## src/rtl/glyph_frame_source.sv

```systemverilog
// glyph_frame_source: run-time writable ROWS x COLS bitmap source for the LCD
// monitor row bus. Writes land in a shadow buffer and are copied to the active
// buffer only at a frame boundary. Animation modes: static, scroll left,
// scroll right and blink. The row bus is registered (one cycle behind state).
module glyph_frame_source #(
    parameter int ROWS     = 8,
    parameter int COLS     = 8,
    parameter int TICK_DIV = 6000000
) (
    input  logic                                    clk,
    input  logic                                    reset,
    input  logic                                    wr_en,
    input  logic [((ROWS > 1) ? $clog2(ROWS) : 1)-1:0] wr_row,
    input  logic [COLS-1:0]                         wr_data,
    input  logic                                    commit,
    input  logic                                    frame_done,
    input  logic [1:0]                              mode,
    input  logic [3:0]                              speed,
    output logic [ROWS*COLS-1:0]                    rows_out,
    output logic                                    commit_pending,
    output logic                                    step_pulse
);

    localparam int RW = (ROWS > 1) ? $clog2(ROWS) : 1;
    localparam int OW = $clog2(COLS);
    localparam int PW = $clog2(TICK_DIV);

    localparam logic [1:0] MODE_STATIC = 2'b00;
    localparam logic [1:0] MODE_LEFT   = 2'b01;
    localparam logic [1:0] MODE_RIGHT  = 2'b10;
    localparam logic [1:0] MODE_BLINK  = 2'b11;

    // Bitmap storage: staging copy and the copy actually shown
    logic [COLS-1:0] shadow_reg [ROWS];
    logic [COLS-1:0] active_reg [ROWS];
    logic [COLS-1:0] view_reg   [ROWS];

    // Animation and commit state
    logic [PW-1:0] presc_reg;
    logic [3:0]    step_cnt_reg;
    logic [OW-1:0] offset_reg;
    logic [OW-1:0] offset_next;
    logic          phase_reg;
    logic          phase_next;
    logic [1:0]    prev_mode_reg;
    logic          pending_reg;
    logic          step_pulse_reg;

    logic tick;
    logic step;
    logic copy;
    logic wr_row_ok;

    assign tick      = (presc_reg == PW'(TICK_DIV - 1));
    assign step      = tick && (step_cnt_reg >= speed);
    // A commit arriving together with frame_done is served immediately
    assign copy      = frame_done && (pending_reg || commit);
    assign wr_row_ok = ({1'b0, wr_row} < (RW + 1)'(ROWS));

    assign commit_pending = pending_reg;
    assign step_pulse     = step_pulse_reg;

    // Offset and blink phase: a mode change forces both to zero and wins over a step
    always_comb begin
        offset_next = offset_reg;
        phase_next  = phase_reg;
        if (mode != prev_mode_reg) begin
            offset_next = '0;
            phase_next  = 1'b0;
        end else if (step) begin
            case (mode)
                MODE_LEFT:  offset_next = (offset_reg == OW'(COLS - 1)) ? '0 : offset_reg + OW'(1);
                MODE_RIGHT: offset_next = (offset_reg == '0) ? OW'(COLS - 1) : offset_reg - OW'(1);
                MODE_BLINK: phase_next  = ~phase_reg;
                default:    ;
            endcase
        end
    end

    // Prescaler, step counter, commit flag and animation registers
    always_ff @(posedge clk) begin
        if (reset) begin
            presc_reg      <= '0;
            step_cnt_reg   <= '0;
            offset_reg     <= '0;
            phase_reg      <= 1'b0;
            prev_mode_reg  <= MODE_STATIC;
            pending_reg    <= 1'b0;
            step_pulse_reg <= 1'b0;
        end else begin
            presc_reg <= tick ? '0 : presc_reg + PW'(1);
            if (tick) begin
                // >= keeps a mid-count speed reduction from running past the limit
                step_cnt_reg <= step ? '0 : step_cnt_reg + 4'd1;
            end
            step_pulse_reg <= step;
            offset_reg     <= offset_next;
            phase_reg      <= phase_next;
            prev_mode_reg  <= mode;
            if (copy) begin
                pending_reg <= 1'b0;
            end else if (commit) begin
                pending_reg <= 1'b1;
            end
        end
    end

    generate
        for (genvar gi = 0; gi < ROWS; gi++) begin : g_row
            logic [COLS-1:0] rotated;
            logic [COLS-1:0] view_next;

            // Shadow row write; out-of-range row indices are dropped
            always_ff @(posedge clk) begin
                if (reset) begin
                    shadow_reg[gi] <= '0;
                end else if (wr_en && wr_row_ok && (wr_row == RW'(gi))) begin
                    shadow_reg[gi] <= wr_data;
                end
            end

            // Frame-boundary copy reads the shadow value from before any same-cycle write
            always_ff @(posedge clk) begin
                if (reset) begin
                    active_reg[gi] <= '0;
                end else if (copy) begin
                    active_reg[gi] <= shadow_reg[gi];
                end
            end

            // Rotate the active row: pixel i shows pixel (i + offset) mod COLS
            always_comb begin
                rotated = '0;
                for (int i = 0; i < COLS; i++) begin
                    rotated[i] = active_reg[gi][((i + int'(offset_reg)) >= COLS) ?
                                                (i + int'(offset_reg) - COLS) :
                                                (i + int'(offset_reg))];
                end
                if (prev_mode_reg == MODE_BLINK) begin
                    view_next = phase_reg ? '0 : active_reg[gi];
                end else begin
                    view_next = rotated;
                end
            end

            // Registered row output, one cycle behind the state it shows
            always_ff @(posedge clk) begin
                if (reset) begin
                    view_reg[gi] <= '0;
                end else begin
                    view_reg[gi] <= view_next;
                end
            end

            assign rows_out[gi*COLS +: COLS] = view_reg[gi];
        end
    endgenerate

endmodule
```

## config.mk

```make
export PLATFORM = sky130hd
export DESIGN_NAME = glyph_frame_source
export DESIGN_NICKNAME = d
export VERILOG_FILES = /design/src/rtl/glyph_frame_source.sv
export SDC_FILE = /design/constraint.sdc
export NUM_CORES = 1
export LEC_CHECK = 0
export CORE_UTILIZATION = 59
export CTS_CLUSTER_DIAMETER = 30
export DETAILED_ROUTE_END_ITERATION = 6
export PLACE_DENSITY = 0.9
export SLEW_MARGIN = 40
export SYNTH_ARGS = -nofsm -noshare
export SYNTH_HDL_FRONTEND = slang
export SYNTH_SLANG_ARGS = --single-unit
```

## constraint.sdc

```tcl
create_clock -name clk -period 3.83 [get_ports clk]
set_input_delay 0.5745 -clock clk [delete_from_list [all_inputs] [get_ports clk]]
set_output_delay 0.5745 -clock clk [all_outputs]
set_load 0.05 [all_outputs]
```

## Yosys cells after proc, flatten, opt, wreduce, memory -nomap -nowiden

Memories as Yosys holds them, arrays and structs flattened.
Cells that the tools add are included.

| cells by class | value |
|---|---|
| add/sub/neg operators | 19 |
| multipliers | 0 |
| div/mod/pow operators | 0 |
| $lt $le $gt $ge | 17 |
| eq/ne operators | 14 |
| shift operators | 0 |
| mux-type cells | 274 |
| bitwise gates (word level) | 25 |
| reductions and logical operators | 19 |

Operators by type and width:

| operator | count |
|---|---|
| $mux 8 | 40 |
| $lt 32x5->1 const B | 8 |
| $mux 32 | 8 |
| $ge 32x5->1 const B | 7 |
| $sub 32x5->32 const B | 7 |
| $bmux 1 s3 | 64 |
| $mux 1 | 158 |
| $or 1x1->1 | 24 |
| $add 23x1->23 const B | 1 |
| $eq 23x23->1 const B | 1 |
| $add 3x3->4 const A | 4 |
| $eq 3x3->1 const B | 5 |
| $logic_and 1x1->1 | 10 |
| $add 2x3->4 const A | 2 |
| $eq 2x2->1 const B | 3 |
| $eq 3x2->1 const B | 2 |
| $logic_not 3->1 | 2 |
| $mux 3 | 2 |
| $pmux 3 s2 | 1 |
| $reduce_or 2->1 | 3 |
| $sub 3x4->5 const B | 1 |
| $add 1x3->4 const A | 1 |
| $add 4x1->4 const B | 1 |
| $ge 3x4->1 const B | 1 |
| other kinds (11) | 12 |

| storage, ports and cells | value |
|---|---|
| bits in registers | 35 |
| bits in latches | 0 |
| RAM bits | 192 |
| bits in read-only memories | 0 |
| memories kept | 3 |

Memory list:

| name | depth | bits a word | read ports | clocked after Yosys merged registers in | wr ports | line | source |
|---|---|---|---|---|---|---|---|
| active_reg | 8 | 8 | 8 | 0 | 8 | 35 | `logic [COLS-1:0] active_reg [ROWS];` |
| shadow_reg | 8 | 8 | 8 | 0 | 8 | 34 | `logic [COLS-1:0] shadow_reg [ROWS];` |
| view_reg | 8 | 8 | 8 | 0 | 8 | 36 | `logic [COLS-1:0] view_reg [ROWS];` |

## Depth between registers and ports, before layout

| logic depth | value |
|---|---|
| depth after elaboration | 8 |
| gate-level depth with buffers | 10 |
| gate-level depth less buffers | 7 |

## Worst setup path after synthesis

OpenSTA, ideal clock, no wires.

| timing path | value |
|---|---|
| path kind | register to register |
| start | register offset_reg[0] |
| end | memory view_reg[0][1] |
| setup time | 137 ps |
| arrival | 3,059 ps |
| data required time | 3,693 ps |
| setup slack | 633 ps |
| cell stages (with the launch flop) | 11 |
| path buffers | 5 |
| period minus slack after synthesis | 3,197 ps |
| path through | dfxtp_1 clkbuf_1 clkbuf_1 inv_1 ha_1 clkbuf_1 clkbuf_1 clkbuf_1 mux4_2 mux2i_1 a211oi_1 |

RTL lines:

| item | line | source |
|---|---|---|
| from (decl) | 41 | `logic [OW-1:0] offset_reg;` |
| from (signal assigned) | 97 | `offset_reg <= offset_next;` |
| to (decl) | 36 |  |

==> flow_summary.ini <==
[clock_tree]
clock_latency_ns = 0.51
postCtsSetupBuffers = 0
clock-root-buffer = clkbuf_16
cts-resized-gates = 0
clk_pin_slew_ns = 0.06
numCtsBuffers = 34
ctsHtreeMaxLevel = 2
clk_path_buf_depth = 3
cts_hold_buf = 0
numClockSinks = 227
cts_tree = built

[worst_setup_path]
cp_max_fo = 32
endpoint_kind = flop
slowest_delay_ns = 0.61
arrival_ns = 2.92
path_delay_family = buffers and inverters
worstSetupPathType = reg -> reg
cp_cell_sequence = inv_1 -> ha_1 -> buf_4 -> mux4_2 -> nand2_1 -> a311oi_1
cp_num_buf_inv = 2
required_ns = 4.15
cpMaxStageDelayCell = mux4_2
worst_setup_path_start_kind = flop

[place]
gp_congestion = 0.855
placed_area_um2 = 12000
placedCellCount = 1190
portBuffers = 87
hpwl_mm = 16.6

[power]
p_comb_frac = 0.089
p_sw_frac = 0.241
powerDensity_nw_per_um2 = 511
ir_worst_vdd_mv = 0.308
fin_total_pwr_w = 0.00681
internal-power_w = 0.00517
p_clk_frac = 0.494
leakage_nw = 4.70
p_sw_w = 0.00164
seqPwrFrac = 0.417

[sta]
fmaxAchievable_mhz = 384
fin_skew_ns = 0.0284
slew_headroom = 0.426
timing_hold_violations_final = 0
finalCritPeriodShare = 0.679
fin_crit_ns = 2.60
final_max_slew_viol_count = 0
final.setup.tns_ns = 0
setup_viol = 0
rsz0062_at_grt = no
worst_pin_slew_ns = 0.859

[synthesis]
synth_ff_type = edfxtp_1
synthTopCellsByArea = edfxtp_1 35%, dfxtp_1 18%, mux4_2 13%
synthCells = 922
ys_ff_latch = 227
synth_area_per_cell_um2 = 11.9
synth_fa_ha_area_frac = 0.0149
synth_top_area_frac = 0.351
synth_cell_types = 46
async_flop_share = 0
yosysTopAreaCell = edfxtp_1
syn_nets = 957
yosysWarnings = 0
synth_edf_count = 128
synthSimpleGateAreaFrac = 0.159
muxShareOfSynthArea = 0.146
synth_compound_area_frac = 0.0972
seq_area_frac_synth = 0.532
yosys-top-cells-count = 128 x and2_1, 128 x edfxtp_1, 110 x nand2_1
synth_top_family_by_area = simple AND/OR/NAND/NOR gates
synth_xor_area_frac = 0.0216
syn-cell-area_um2 = 10900

[final_layout]
nets = 1032
layout.cells.non_filler = 1252
fill_cells = 1009
final_area_um2 = 13300
syn2layout_area_growth_pct = 21.7
layout-drive-gt1-share = 0.156
antennaDiodeCount = 0

[routing]
wl_mm = 28.4
antenna_left = 0
wl_per_cell_um = 22.7
vias = 8448
vias_per_cell = 6.75
drt-initial-drc-count = 1462
drt_first_pass_iters = 7
remaining_drc_errors = 14

[run_status]
violations = DRC
status = complete, but fails checks

[floorplanning]
die_w_um = 138
initial_core_util = 0.605
ios = 88
num_rows = 49
die_h_um = 138
die_area_um2 = 19100
coreArea_um2 = 18100

[global_route]
grtUsageTotal = 0.300
antenna_found_initial = 0
grt_pass1_wl_mm = 44.2
grt_pass1_vias = 8197
grt_overflow = 0
grt_start_max_net_pins = 95

[min_path]
hp-class = reg -> reg

[flow_run]
maxCapViolations = 0
power groups by stage:
stage,clock network [W],registers (W),logic [W]
after floorplan,0,0.00300,0.000239
after global placement,0,0.00287,0.000568
after detailed placement,0,0.00288,0.000584
after CTS,0.00337,0.00283,0.000600
after global routing,0.00348,0.00285,0.000633
final,0.00336,0.00284,0.000606
layout make-up:
cell class | instances | area, um2 | share of cell area
clock buffers | 39 | 943 | 0.0708
clock inverters | 23 | 310 | 0.0233
inverters | 14 | 52.6 | 0.00395
multi-input cells | 615 | 4860 | 0.365
flip-flops and latches | 227 | 5830 | 0.438
well taps | 229 | 287 | 0.0215
repair buffers | 105 | 1040 | 0.0779
stage by stage:
step	hold WS, ns	worst slack, ns	utilization
3_3_place_gp	0.445	1.27	0.663
4_1_cts	0.480	1.16	0.735
2_1_floorplan	0.430	0.633	-
5_1_grt	0.520	1.13	0.736
6_report	0.479	1.23	0.736
3_5_place_dp	0.472	1.21	0.665
cell usage in the layout, fill, tap and decap left out, types with 9 or more instances in the layout:
master and count:
xor2_1 19, clkdlybuf4s50_1 86, nand2_1 109, edfxtp_1 128, nor2_1 39, a211oi_1 20, dfxtp_1 98, ha_1 13
a311oi_1 48, mux4_2 64, and2_1 128, buf_4 15, a21oi_1 69, clkbuf_16 37, mux2i_1 16, nand4_1 9
nand3_1 14, inv_1 12
worst paths after layout:
path,from,to,slack [ns],cells past startpoint
setup / recovery,offset_reg[0],view_reg[0][7],1.23,6
hold / removal,presc_reg[0],presc_reg[0],0.48,1
setup reg to reg,offset_reg[0],view_reg[0][7],1.23,6
hold reg to reg,presc_reg[0],presc_reg[0],0.48,1
metal layers:
| metal | vias to the layer above | share of wire | track usage |
|---|---|---|---|
| met5 | - | 0 | 0 |
| met2 | 658 | 0.48 | 0.488 |
| li1 | 3590 | - | - |
| met3 | 172 | 0.11 | 0.0727 |
| met1 | 4028 | 0.35 | 0.374 |
| met4 | 0 | 0.057 | 0.164 |
cells by family after synthesis:
group / count (synthesis)
mux: 80
fa+ha+maj: 13
flops: 227
buf+inv: 80
xor+xnor: 27
compound gates: 158
simple gates: 337
No activity file was read; power rests on OpenSTA's default activity.
